## src/rtl/spike_synapse.sv

```systemverilog
// spike_synapse: four-input weighted synapse with periodic multiplicative decay.
// Spike events add their weight to an 8-bit current that saturates at 255 and
// decays by current>>DECAY_SHIFT (at least 1) every DECAY_PERIOD cycles.
// Optional build macro SYN_INHIBIT_EN: spike_in[3] becomes inhibitory and
// subtracts weight[3] after the excitatory add, flooring at 0.
// rst_n is an active-high synchronous reset despite its name.
module spike_synapse #(
   parameter int DECAY_PERIOD = 4,
   parameter int DECAY_SHIFT  = 2
) (
   input  logic       clk,
   input  logic       rst_n,
   input  logic [3:0] spike_in,
   input  logic       wr_en,
   input  logic [1:0] wr_addr,
   input  logic [7:0] wr_data,
   input  logic       sat_clr,
   output logic [7:0] synaptic_current,
   output logic       active,
   output logic       sat_flag
);

   // Synapses that contribute positively to the sum.
`ifdef SYN_INHIBIT_EN
   localparam logic [3:0] EXC_MASK = 4'b0111;
`else
   localparam logic [3:0] EXC_MASK = 4'b1111;
`endif

   localparam logic [7:0] TICK_AT = 8'(DECAY_PERIOD - 1);

   logic [7:0] weight_q [4];
   logic [7:0] weight_d [4];
   logic [7:0] cnt_q, cnt_d;
   logic [7:0] cur_q, cur_d;
   logic       active_q, active_d;
   logic       sat_q, sat_d;

   logic       decay_tick;
   logic [7:0] decay_step;
   logic [7:0] decayed;
   logic [9:0] exc_term [4];
   logic [9:0] exc_sum;
   logic [10:0] next_sum;
   logic [7:0] clamped;
   logic       clamp_hi;
   logic       clamp_lo;

   // Gate each weight by its spike; inhibitory inputs contribute nothing here.
   for (genvar gi = 0; gi < 4; gi++) begin : g_term
      assign exc_term[gi] = (spike_in[gi] && EXC_MASK[gi]) ? {2'b00, weight_q[gi]} : 10'd0;
   end

   assign exc_sum    = exc_term[0] + exc_term[1] + exc_term[2] + exc_term[3];
   assign decay_tick = (cnt_q == TICK_AT);

   // Weight file update: writes land at the edge, so a same-cycle spike sees the old value.
   always_comb begin
      for (int i = 0; i < 4; i++) begin
         weight_d[i] = weight_q[i];
         if (wr_en && (wr_addr == 2'(i))) begin
            weight_d[i] = wr_data;
         end
      end
   end

   // Decay counter wraps at DECAY_PERIOD-1; period 1 makes every cycle a tick.
   always_comb begin
      cnt_d = decay_tick ? 8'd0 : cnt_q + 8'd1;
   end

   // Decay first, then add spikes, clamp high, then optional inhibitory subtract.
   always_comb begin
      decay_step = 8'd0;
      decayed    = cur_q;
      if (decay_tick) begin
         decay_step = cur_q >> DECAY_SHIFT;
         // Guarantee small currents still drain to exactly zero.
         if (cur_q != 8'd0 && decay_step == 8'd0) begin
            decay_step = 8'd1;
         end
         decayed = cur_q - decay_step;
      end

      next_sum = {3'b000, decayed} + {1'b0, exc_sum};
      clamp_hi = (next_sum > 11'd255);
      clamped  = clamp_hi ? 8'd255 : next_sum[7:0];
      clamp_lo = 1'b0;
      cur_d    = clamped;
`ifdef SYN_INHIBIT_EN
      if (spike_in[3]) begin
         if (weight_q[3] > clamped) begin
            clamp_lo = 1'b1;
            cur_d    = 8'd0;
         end else begin
            cur_d = clamped - weight_q[3];
         end
      end
`endif
      active_d = (cur_d != 8'd0);
      // A new clamp wins over a coincident clear.
      sat_d    = clamp_hi | clamp_lo | (sat_q & ~sat_clr);
   end

   // State registers with synchronous reset overriding all other inputs.
   always_ff @(posedge clk) begin
      if (rst_n) begin
         for (int i = 0; i < 4; i++) begin
            weight_q[i] <= 8'd0;
         end
         cnt_q    <= 8'd0;
         cur_q    <= 8'd0;
         active_q <= 1'b0;
         sat_q    <= 1'b0;
      end else begin
         for (int i = 0; i < 4; i++) begin
            weight_q[i] <= weight_d[i];
         end
         cnt_q    <= cnt_d;
         cur_q    <= cur_d;
         active_q <= active_d;
         sat_q    <= sat_d;
      end
   end

   assign synaptic_current = cur_q;
   assign active           = active_q;
   assign sat_flag         = sat_q;

endmodule

```

## config.mk

```make
export PLATFORM = sky130hd
export DESIGN_NAME = spike_synapse
export DESIGN_NICKNAME = d
export VERILOG_FILES = /design/src/rtl/spike_synapse.sv
export SDC_FILE = /design/constraint.sdc
export NUM_CORES = 1
export LEC_CHECK = 0
export ABC_AREA = 1
export CAP_MARGIN = 20
export CORE_AREA = 2 2 80 82
export DETAILED_ROUTE_END_ITERATION = 10
export DIE_AREA = 0 0 82 84
export PLACE_DENSITY_LB_ADDON = 0.25
export SLEW_MARGIN = 10
export SYNTH_ARGS = -nofsm -noshare
export SYNTH_HDL_FRONTEND = slang
export SYNTH_SLANG_ARGS = --single-unit
```

## constraint.sdc

```tcl
create_clock -name clk -period 6 [get_ports clk]
set_clock_uncertainty 0.2 [all_clocks]
set_input_delay 1.2 -clock clk [delete_from_list [all_inputs] [get_ports clk]]
set_output_delay 1.2 -clock clk [all_outputs]
set_load 0.02 [all_outputs]
```

==> results.ini <==
[sta]
tightest_slew_ns = 0.5751
relSlewSlack_pct = 61.52
fmax_mhz = 186.6
rsz0062_at_grt = false
fin_tns_setup_ns = 0
holdWs_ns = 0.2495
finalCritPeriodShare_pct = 89.30
fin_ws_ns = 0.6420
final-setup-viol-count = 0
hold_viol_final = 0
post-route-min-period_ns = 5.358
drv_slew = 0

[cts]
cts_max_level = 2
clk_latency_ns = 0.31
clockRootBuffer = clkbuf_8
clock_path_buffers = 2
clk_pin_slew_ns = 0.10
cts_resized = 0
clock_sinks = 50
cts_buffers = 5
postCtsHoldBufs = 0
cts_tree = yes
cts_setup_buffers = 0

[worst_setup_path]
critPathArrivalTime_ns = 5.36
rr_startpoint = synaptic_current[3]
path_buf_inv = 6
path_depth = 30
ff2ff_path_depth = 30
r2r_end = synaptic_current[0]
path_delay_family = adder cells
crit_start = synaptic_current[3]
crit_path_top_delay_cell = fa_1
required_ns = 6.00
crit_path_max_incr_delay_ns = 0.55
worst_setup_path_end_kind = flop
critPathMaxFanout = 6
cpMostUsedCell = nand2_1
r2r_slack_ns = 0.64
start_kind = flop
critPathKind = flop to flop
setup.worst_path.end = synaptic_current[0]

[final_layout]
final_common_cell = inv_1
utilization_pct = 64.02
layout_common_cells = inv_1 (112), nand2_1 (100), dfxtp_1 (50)
area_delta_synth_final_pct = 13.34
final_cell_count_no_fill = 590
insertedDiodeCount = 0
layout-drive-gt1-share_pct = 5.848
fin_area_sq_um = 3902
fillCellCount = 574
nNetsFinal = 573

[placement]
placed_cell_area_sq_um = 3767
gp_congestion = 0.8830
dp_hpwl_mm = 5.984
dpl_worst_slack_ns = 0.5102
port_buffers = 27
dp_cells = 582

[grt]
antenna_found_initial = 0
track_usage_pct = 23.88
grt_max_degree = 43
first_global_vias = 2802
grt_pass1_wl_mm = 12.73
overflow = 0

[drt]
drt_wl_total_mm = 7.502
postRouteAntennaNets = 0
drc = 0
vias = 3013
dr.pass1.iters = 4
via_per_inst = 5.107
post_drt_wl_per_cell_um = 12.72
drtIter0Drc = 133

[power_and_ir_drop]
finalPower_mw = 1.270
power-per-cell-area_nw_per_um2 = 325.4
total_leakage_power_nw = 1.994
vdd_drop_max_v = 0.0001986

[synthesis]
synthMuxAreaShare_pct = 0
synth_edf_count = 0
syn_area_sq_um = 3443
synth_xor_area_share_pct = 0.7631
synth_top_family_by_area = simple AND/OR/NAND/NOR gates
ys_types = 33
async_flop_share_pct = 0
synth_nets = 549
yosysSeqAreaShare_pct = 29.07
ys_ff_latch = 50
avgSynthCellArea_sq_um = 7.042
synth_compound_area_share_pct = 11.37
synth_fa_ha_area_share_pct = 20.49
synth-simple-area-share_pct = 24.13
ys_warn_count = 0
synth_flop_cell = dfxtp_1
synthCells = 489

[outcome]
status = complete, no violations

[floorplan]
rows = 29
initial_core_util_pct = 56.49
die_y_um = 84
die_area_sq_um = 6888
die_w_um = 82
core_sq_um = 6096
ios = 28

[run]
maxCapViolations = 0

[worst_hold_path]
hold_depth = 2
holdCritPathClass = flop to flop
worstHoldStart = weight_q[3][4]

-- where the power goes --
part           leakage [nW]  total, mW  internal, mW  switching (mW)
combinational          1.53      0.628         0.256           0.372
clock                0.0542      0.240         0.123           0.117
sequential            0.410      0.401         0.368          0.0332
total                  1.99       1.27         0.747           0.523
-- worst min-delay path by stage --
stage / slack (ns) / endpoint
after global placement: 0.23 / weight_q[1][6]
after CTS: 0.25 / weight_q[1][4]
after floorplan: 0.22 / weight_q[3][7]
after detailed placement: 0.24 / weight_q[1][4]
final: 0.25 / weight_q[3][4]
after global routing: 0.27 / weight_q[1][4]
-- flip-flops by register name, summed over array words and instances, names as in the netlist --
register	cells
weight_q	32
cnt_q	8
active	1
sat_flag	1
synaptic_current	8
-- area by class of cell --
class                           count  area, sq um  share of cell area (%)
Clock buffer                        5        68.82                   1.763
Clock inverter                      2        38.79                  0.9939
Inverter                          118        445.4                   11.41
Multi-Input combinational cell    310         1954                   50.08
Sequential cell                    50         1001                   25.65
Tap cell                           77        96.34                   2.469
Timing Repair Buffer               28        297.8                   7.631
-- per-layer routing --
| layer | global-route usage [%] | wire length (um) | vias up |
|---|---|---|---|
| met5 | 0 | 0 | - |
| met1 | 32.13 | 3337 | 1380 |
| li1 | - | - | 1533 |
| met3 | 3.571 | 363 | 13 |
| met2 | 39.69 | 3684 | 87 |
| met4 | 6.212 | 117 | 0 |
-- worst reg2reg max path, delay by kind of cell (launching register included) --
kind / cells / cell delay [ns]
adders and majority gates: 6 / 2.36
xor gates and xnor gates: 1 / 0.17
buffers and inverters: 6 / 0.36
and+or+nand+nor: 11 / 0.83
DFF: 1 / 0.36
AOI/OAI and AO/OA: 6 / 0.96
-- kinds of logic after synthesis --
logic type,count (synthesis)
DFF,50
adders and majority gates,42
AOI/OAI and AO/OA,75
xor gates and xnor gates,3
and+or+nand+nor,190
buffers and inverters,129
-- Yosys cell counts, types with 2 or more instances --
library cell  count  area (sq um)
a21oi_1          27         135.1
a21oi_2           2         17.52
clkbuf_1         10         37.54
dfxtp_1          50          1001
fa_1             24         480.5
ha_1             18         225.2
inv_1           112         420.4
inv_2             5         18.77
nand2_1         100         375.4
nand2_2           3         18.77
nand3_1          14         70.07
nand3_2           2         20.02
nand3b_1          5         37.54
nand4_1           4         25.02
nor2_1           47         176.4
nor2_2            3         18.77
nor2_4            2         22.52
nor3_1            3         15.01
nor4_1            2         12.51
o21ai_0          38         190.2
o21ai_1           4         20.02
or2_2             2         12.51
xor2_1            2         17.52
Note: power is estimated with default switching activity, not from simulation.
==> RTL edit 1 (same flow settings) <==
Build with the macro `SYN_INHIBIT_EN` defined.
--- a/src/rtl/spike_synapse.sv
+++ b/src/rtl/spike_synapse.sv
@@ -4,6 +4,8 @@
 // Optional build macro SYN_INHIBIT_EN: spike_in[3] becomes inhibitory and
 // subtracts weight[3] after the excitatory add, flooring at 0.
 // rst_n is an active-high synchronous reset despite its name.
+`define SYN_INHIBIT_EN
+
 module spike_synapse #(
    parameter int DECAY_PERIOD = 4,
    parameter int DECAY_SHIFT  = 2
Behaviour: not the same (Yosys sat finds a counterexample within 4 cycles, from zero or initial values and one cycle with rst_n high).
==> RTL edit 1 against the original RTL <==
- sequential cell count stayed put
- routed wire length increased by 31%
- setup slack worse by 0.48 ns
- cell area rose by 18%
- worst hold slack improved by 0.011 ns
- area after synthesis up 3.6%
- critical endpoint is now active$_SDFF_PP0_
Power is not compared: it rests on default switching activity, and its combinational part moved more than twofold at a synthesized area within 25%.
==> RTL edit 1: results (changes against the original RTL) <==
[synthesis]
ys_warn_count = 0  ; unchanged
synth_common_cells = nand2_1, inv_1, nor2_1
synthArstFlopShare_pct = 0  ; unchanged
synth_cell_types = 30  ; -9.1%
yosysSeqAreaShare_pct = 28.1  ; -1.0 points
synth.net_count = 578  ; +5.3%
netlist_top_cells_area = dfxtp_1, nand2_1, fa_1

[cts]
cts_hold_buffers = 0  ; unchanged
cts_made_buffers = 5  ; unchanged
clock_latency_ns = 0.30
clock_path_buffers = 2  ; unchanged
clk_pin_slew_ns = 0.09
root_buffer = clkbuf_8
ctsHtreeMaxLevel = 2  ; unchanged

[global_routing]
antenna_found_initial = 0  ; unchanged
globalRouteMet2Util_pct = 46.5  ; +6.8 points
use_met3_pct = 3.35  ; -0.22 points
groute.usage.overall_pct = 28.0  ; +4.2 points
met1_usage_pct = 38.1  ; +5.9 points
grt_first_pass_wirelength_um = 15200  ; +19%
grt_max_degree = 32  ; -26%
grt_pass1_vias = 3374  ; +20%

[critical_path]
worstRegToRegCells = 32  ; +6.7%
cp.arrival_ns = 5.87  ; +0.51 ns
crit_path_max_fanout = 7  ; +1
cp_top_family = adder cells
critPathMaxStageDelay_ns = 0.54
cp_slowest_cell = fa_1

[power_and_ir_drop]
leakage_nw = 2.26
vdd_drop_max_mv = 0.363

[cells_and_area]
largest_register_ffs = 32  ; unchanged
drive_above_1_share_pct = 18.7  ; +13 points
largest-register = weight_q
n_antenna_cell = 0  ; unchanged
nets = 644  ; +12%

[routing]
drt_iter0_drc = 144  ; +8.3%
routed_via_density = 5.41  ; +6.0%
firstDrtPassIters = 7  ; +3
wl_per_cell_um = 14.9  ; +17%

[placement]
place_congestion = 0.946  ; +7.1%
pre_cts_slack_ns = -0.172  ; -0.683 ns
port_buffers = 27  ; unchanged
dp_hpwl_um = 6960  ; +16%

[run_status]
status = finished, final reports clean

[hold_path]
min_path_type = register to register
min_path_cells = 1  ; -1

[sta]
slew_headroom_pct = 43.2  ; -18 points

-- RTL edit 1: cell count changes in the layout (fill, tap and decap cells not counted), moves of 6 or more --
cell / before / now
buf_4: 0 / 40
nor2_1: 47 / 71
inv_1: 112 / 90
nand2_2: 3 / 14
ha_4: 0 / 10
fa_1: 24 / 16
nand4_1: 4 / 11
nand2_1: 100 / 94
-- RTL edit 1: cell families (layout without fill, tap and decap cells) --
| kind of cell | Yosys count | count (layout) | synth area share [%] |
|---|---|---|---|
| and+or+nand+nor | 227 | 227 | 27.1 |
| buffers and inverters | 106 | 173 | 11.2 |
| AOI/OAI and AO/OA | 83 | 83 | 12.9 |
| DFF | 50 | 50 | 28.1 |
| adders and majority gates | 43 | 43 | 18.9 |
| xor gates and xnor gates | 8 | 8 | 1.96 |
-- RTL edit 1: through the flow --
| step | area [um2] | hold slack (ns) | utilization (%) | total power (W) | std cells |
|---|---|---|---|---|---|
| 3_5_place_dp | 4150 | 0.243 | 68.0 | 0.00169 | 645 |
| 4_1_cts | 4290 | 0.259 | 70.4 | 0.00196 | 654 |
| 3_3_place_gp | 4150 | 0.234 | 68.0 | 0.00166 | 645 |
| 2_1_floorplan | 3570 | 0.218 | - | 0.00126 | 517 |
| 6_report | 4600 | 0.260 | 75.4 | 0.00231 | 661 |
| 5_1_grt | 4600 | 0.284 | 75.4 | 0.00249 | 661 |
-- RTL edit 1: power breakdown --
part | total (W) | internal (W) | leakage, nW | switching [W]
clock | 0.000233 | 0.000125 | 0.0524 | 0.000108
sequential | 0.000402 | 0.000377 | 0.411 | 0.0000252
combinational | 0.00168 | 0.000778 | 1.80 | 0.000900
total | 0.00231 | 0.00128 | 2.26 | 0.00103
-- RTL edit 1: what timing repair did --
action	4_1_cts	5_1_grt
setup endpoints to repair	9	10
pin swaps	3	28
buffers inserted	1	7
gates resized for setup	4	58
-- RTL edit 1: layout make-up --
type                       instances  area, um2
multi-input combinational        361       2440
fill                             445       1500
sequential                        50       1010
timing repair buffer              68        582
inverter                          97        367
tap                               77       96.3
clock buffer                       7       76.3
clock inverter                     1       30.0
-- RTL edit 1: final timing paths --
kind	end	from	slack, ns
worst min register to register	cnt_q[0]$_SDFF_PP0_	cnt_q[0]$_SDFF_PP0_	0.26
worst min-delay path	cnt_q[0]$_SDFF_PP0_	cnt_q[0]$_SDFF_PP0_	0.26
worst max-delay path	active$_SDFF_PP0_	synaptic_current[5]$_SDFF_PP0_	0.16
worst max register to register	active$_SDFF_PP0_	synaptic_current[5]$_SDFF_PP0_	0.16
-- RTL edit 1: per-layer routing --
metal / vias up / wire length (um)
met5: - / 0
met4: 0 / 293
met3: 33 / 375
met2: 116 / 4870
met1: 1668 / 4310
li1: 1761 / -
==> RTL edit 2 (same settings) <==
Made on the original files. Put one more register stage on the output `active`, without a reset. The value now appears one clock later. The other outputs are not delayed to match.
--- a/src/rtl/spike_synapse.sv
+++ b/src/rtl/spike_synapse.sv
@@ -124,7 +124,9 @@
    end
 
    assign synaptic_current = cur_q;
-   assign active           = active_q;
+   always_ff @(posedge clk) begin
+      active <= active_q;
+   end
    assign sat_flag         = sat_q;
 
 endmodule
Formal check against the unedited RTL: not equivalent (Yosys sat finds a counterexample within 4 cycles, from zero or initial values and one cycle with rst_n high).
==> RTL edit 2 against the original RTL <==
- sequential power rose by 5%
- routed wire length is 0.64% higher
- area after synthesis decreased by 0.18%
- critical path depth up 3
- global-route usage fell by 0.61 points
- utilization is 0.90 points lower
- sequential cell count grew 1
- setup slack got worse by 0.011 ns
- synthesized cell count is 1.2% higher
- cell area down 1.4%
- total power grew 2.9%
==> RTL edit 2: results (changes against the original RTL) <==
[run_status]
status = finished, final reports clean

[placement]
dp_hpwl_um = 6080  ; +1.6%
place_congestion = 0.897  ; +1.6%
port_buffers = 27  ; unchanged
dpl-instance-area_mm2 = 0.00376  ; about the same
dp.cells = 588  ; +1.0%

[critical_path]
cp_slowest_cell = fa_1
cp.arrival_ns = 5.37  ; about the same
critPathMaxStageDelay_ns = 0.54
crit_path_max_fanout = 6  ; unchanged
cp_top_family = adder cells

[routing]
wl_per_cell_um = 12.7  ; -0.21%
firstDrtPassIters = 5  ; +1
routed_via_density = 5.03  ; -1.5%
vias = 2994  ; -0.63%
drt_iter0_drc = 120  ; -9.8%

[power_and_ir_drop]
vdd_drop_max_mv = 0.211  ; +6.2%
leakage_nw = 2.02  ; +1.5%

[synthesis]
synthXorXnorAreaFrac_pct = 0.764  ; +0.0014 points
synth.mux.area_fraction_pct = 0  ; unchanged
netlist_top_cells_area = dfxtp_1, fa_1, inv_1
synthAdderAreaFrac_pct = 20.5  ; +0.037 points
synth_compound_area_share_pct = 10.9  ; -0.49 points
synthArstFlopShare_pct = 0  ; unchanged
synth_cell_types = 32  ; -3.0%
ys.flop_type = dfxtp_1
synth_common_cells = inv_1, nand2_1, nor2_1
syn_avg_cell_area_um2 = 6.94  ; -1.4%
synth.net_count = 555  ; +1.1%
yosysSeqAreaShare_pct = 29.7  ; +0.64 points
ys_warn_count = 0  ; unchanged

[global_routing]
grt_max_degree = 44  ; +2.3%
antenna_found_initial = 0  ; unchanged
grt_first_pass_wirelength_um = 12400  ; -2.7%
grt_pass1_vias = 2848  ; +1.6%
groute.usage.overall_pct = 23.3  ; -0.61 points

[hold_path]
min_path_type = register to register

[cells_and_area]
largest_register_ffs = 32  ; unchanged
nets = 578  ; +0.87%
drive_above_1_share_pct = 2.70  ; -3.1 points
largest-register = weight_q
n_antenna_cell = 0  ; unchanged

[cts]
clock_latency_ns = 0.30
cts_resized = 0  ; unchanged
ctsHtreeMaxLevel = 2  ; unchanged
cts_made_buffers = 5  ; unchanged
clk_pin_slew_ns = 0.08  ; -0.02 ns
postCtsSetupBuffers = 0  ; unchanged
root_buffer = clkbuf_8
clock_path_buffers = 2  ; unchanged

[sta]
tightest_slew_ns = 1.10  ; +0.528 ns

==> RTL edit 2: power breakdown <==
| part | internal, W | leakage (nW) | switching, W |
|---|---|---|---|
| Sequential | 0.000382 | 0.418 | 0.0000377 |
| Combinational | 0.000278 | 1.56 | 0.000416 |
| Clock | 0.0000800 | 0.0440 | 0.000112 |
==> RTL edit 2: kinds of logic after synthesis <==
family,count (synthesis)
flops,51
buf+inv,131
simple gates,195
compound gates,73
xor+xnor,3
fa+ha+maj,42
==> RTL edit 2: final timing paths <==
check	startpoint	endpoint	slack (ns)	cells past startpoint
max	synaptic_current[3]$_SDFF_PP0_	synaptic_current[3]$_SDFF_PP0_	0.63	33
min	active_q$_SDFF_PP0_	active$_DFF_P_	0.14	0
max reg2reg	synaptic_current[3]$_SDFF_PP0_	synaptic_current[3]$_SDFF_PP0_	0.63	33
min reg2reg	active_q$_SDFF_PP0_	active$_DFF_P_	0.14	0
==> RTL edit 2: per-stage QoR <==
stage	utilization, %	setup slack [ns]
3_3_place_gp	61.8	0.632
3_5_place_dp	61.8	0.572
5_1_grt	63.1	0.235
2_1_floorplan	-	0.943
6_report	63.1	0.631
4_1_cts	63.1	0.658
==> RTL edit 2: area by class of cell <==
class	count	area (um2)
Clock inverter	2	13.8
Inverter	119	447
Tap cell	77	96.3
Timing Repair Buffer	28	278
Fill cell	574	2250
Sequential cell	51	1020
Clock buffer	5	68.8
Multi-Input combinational cell	313	1920
==> RTL edit 2: per-layer routing <==
| layer | GRT usage, % | routed length [um] |
|---|---|---|
| met5 | 0 | 0 |
| met4 | 5.30 | 72 |
| met3 | 3.14 | 398 |
| met1 | 31.2 | 3400 |
| met2 | 39.4 | 3680 |
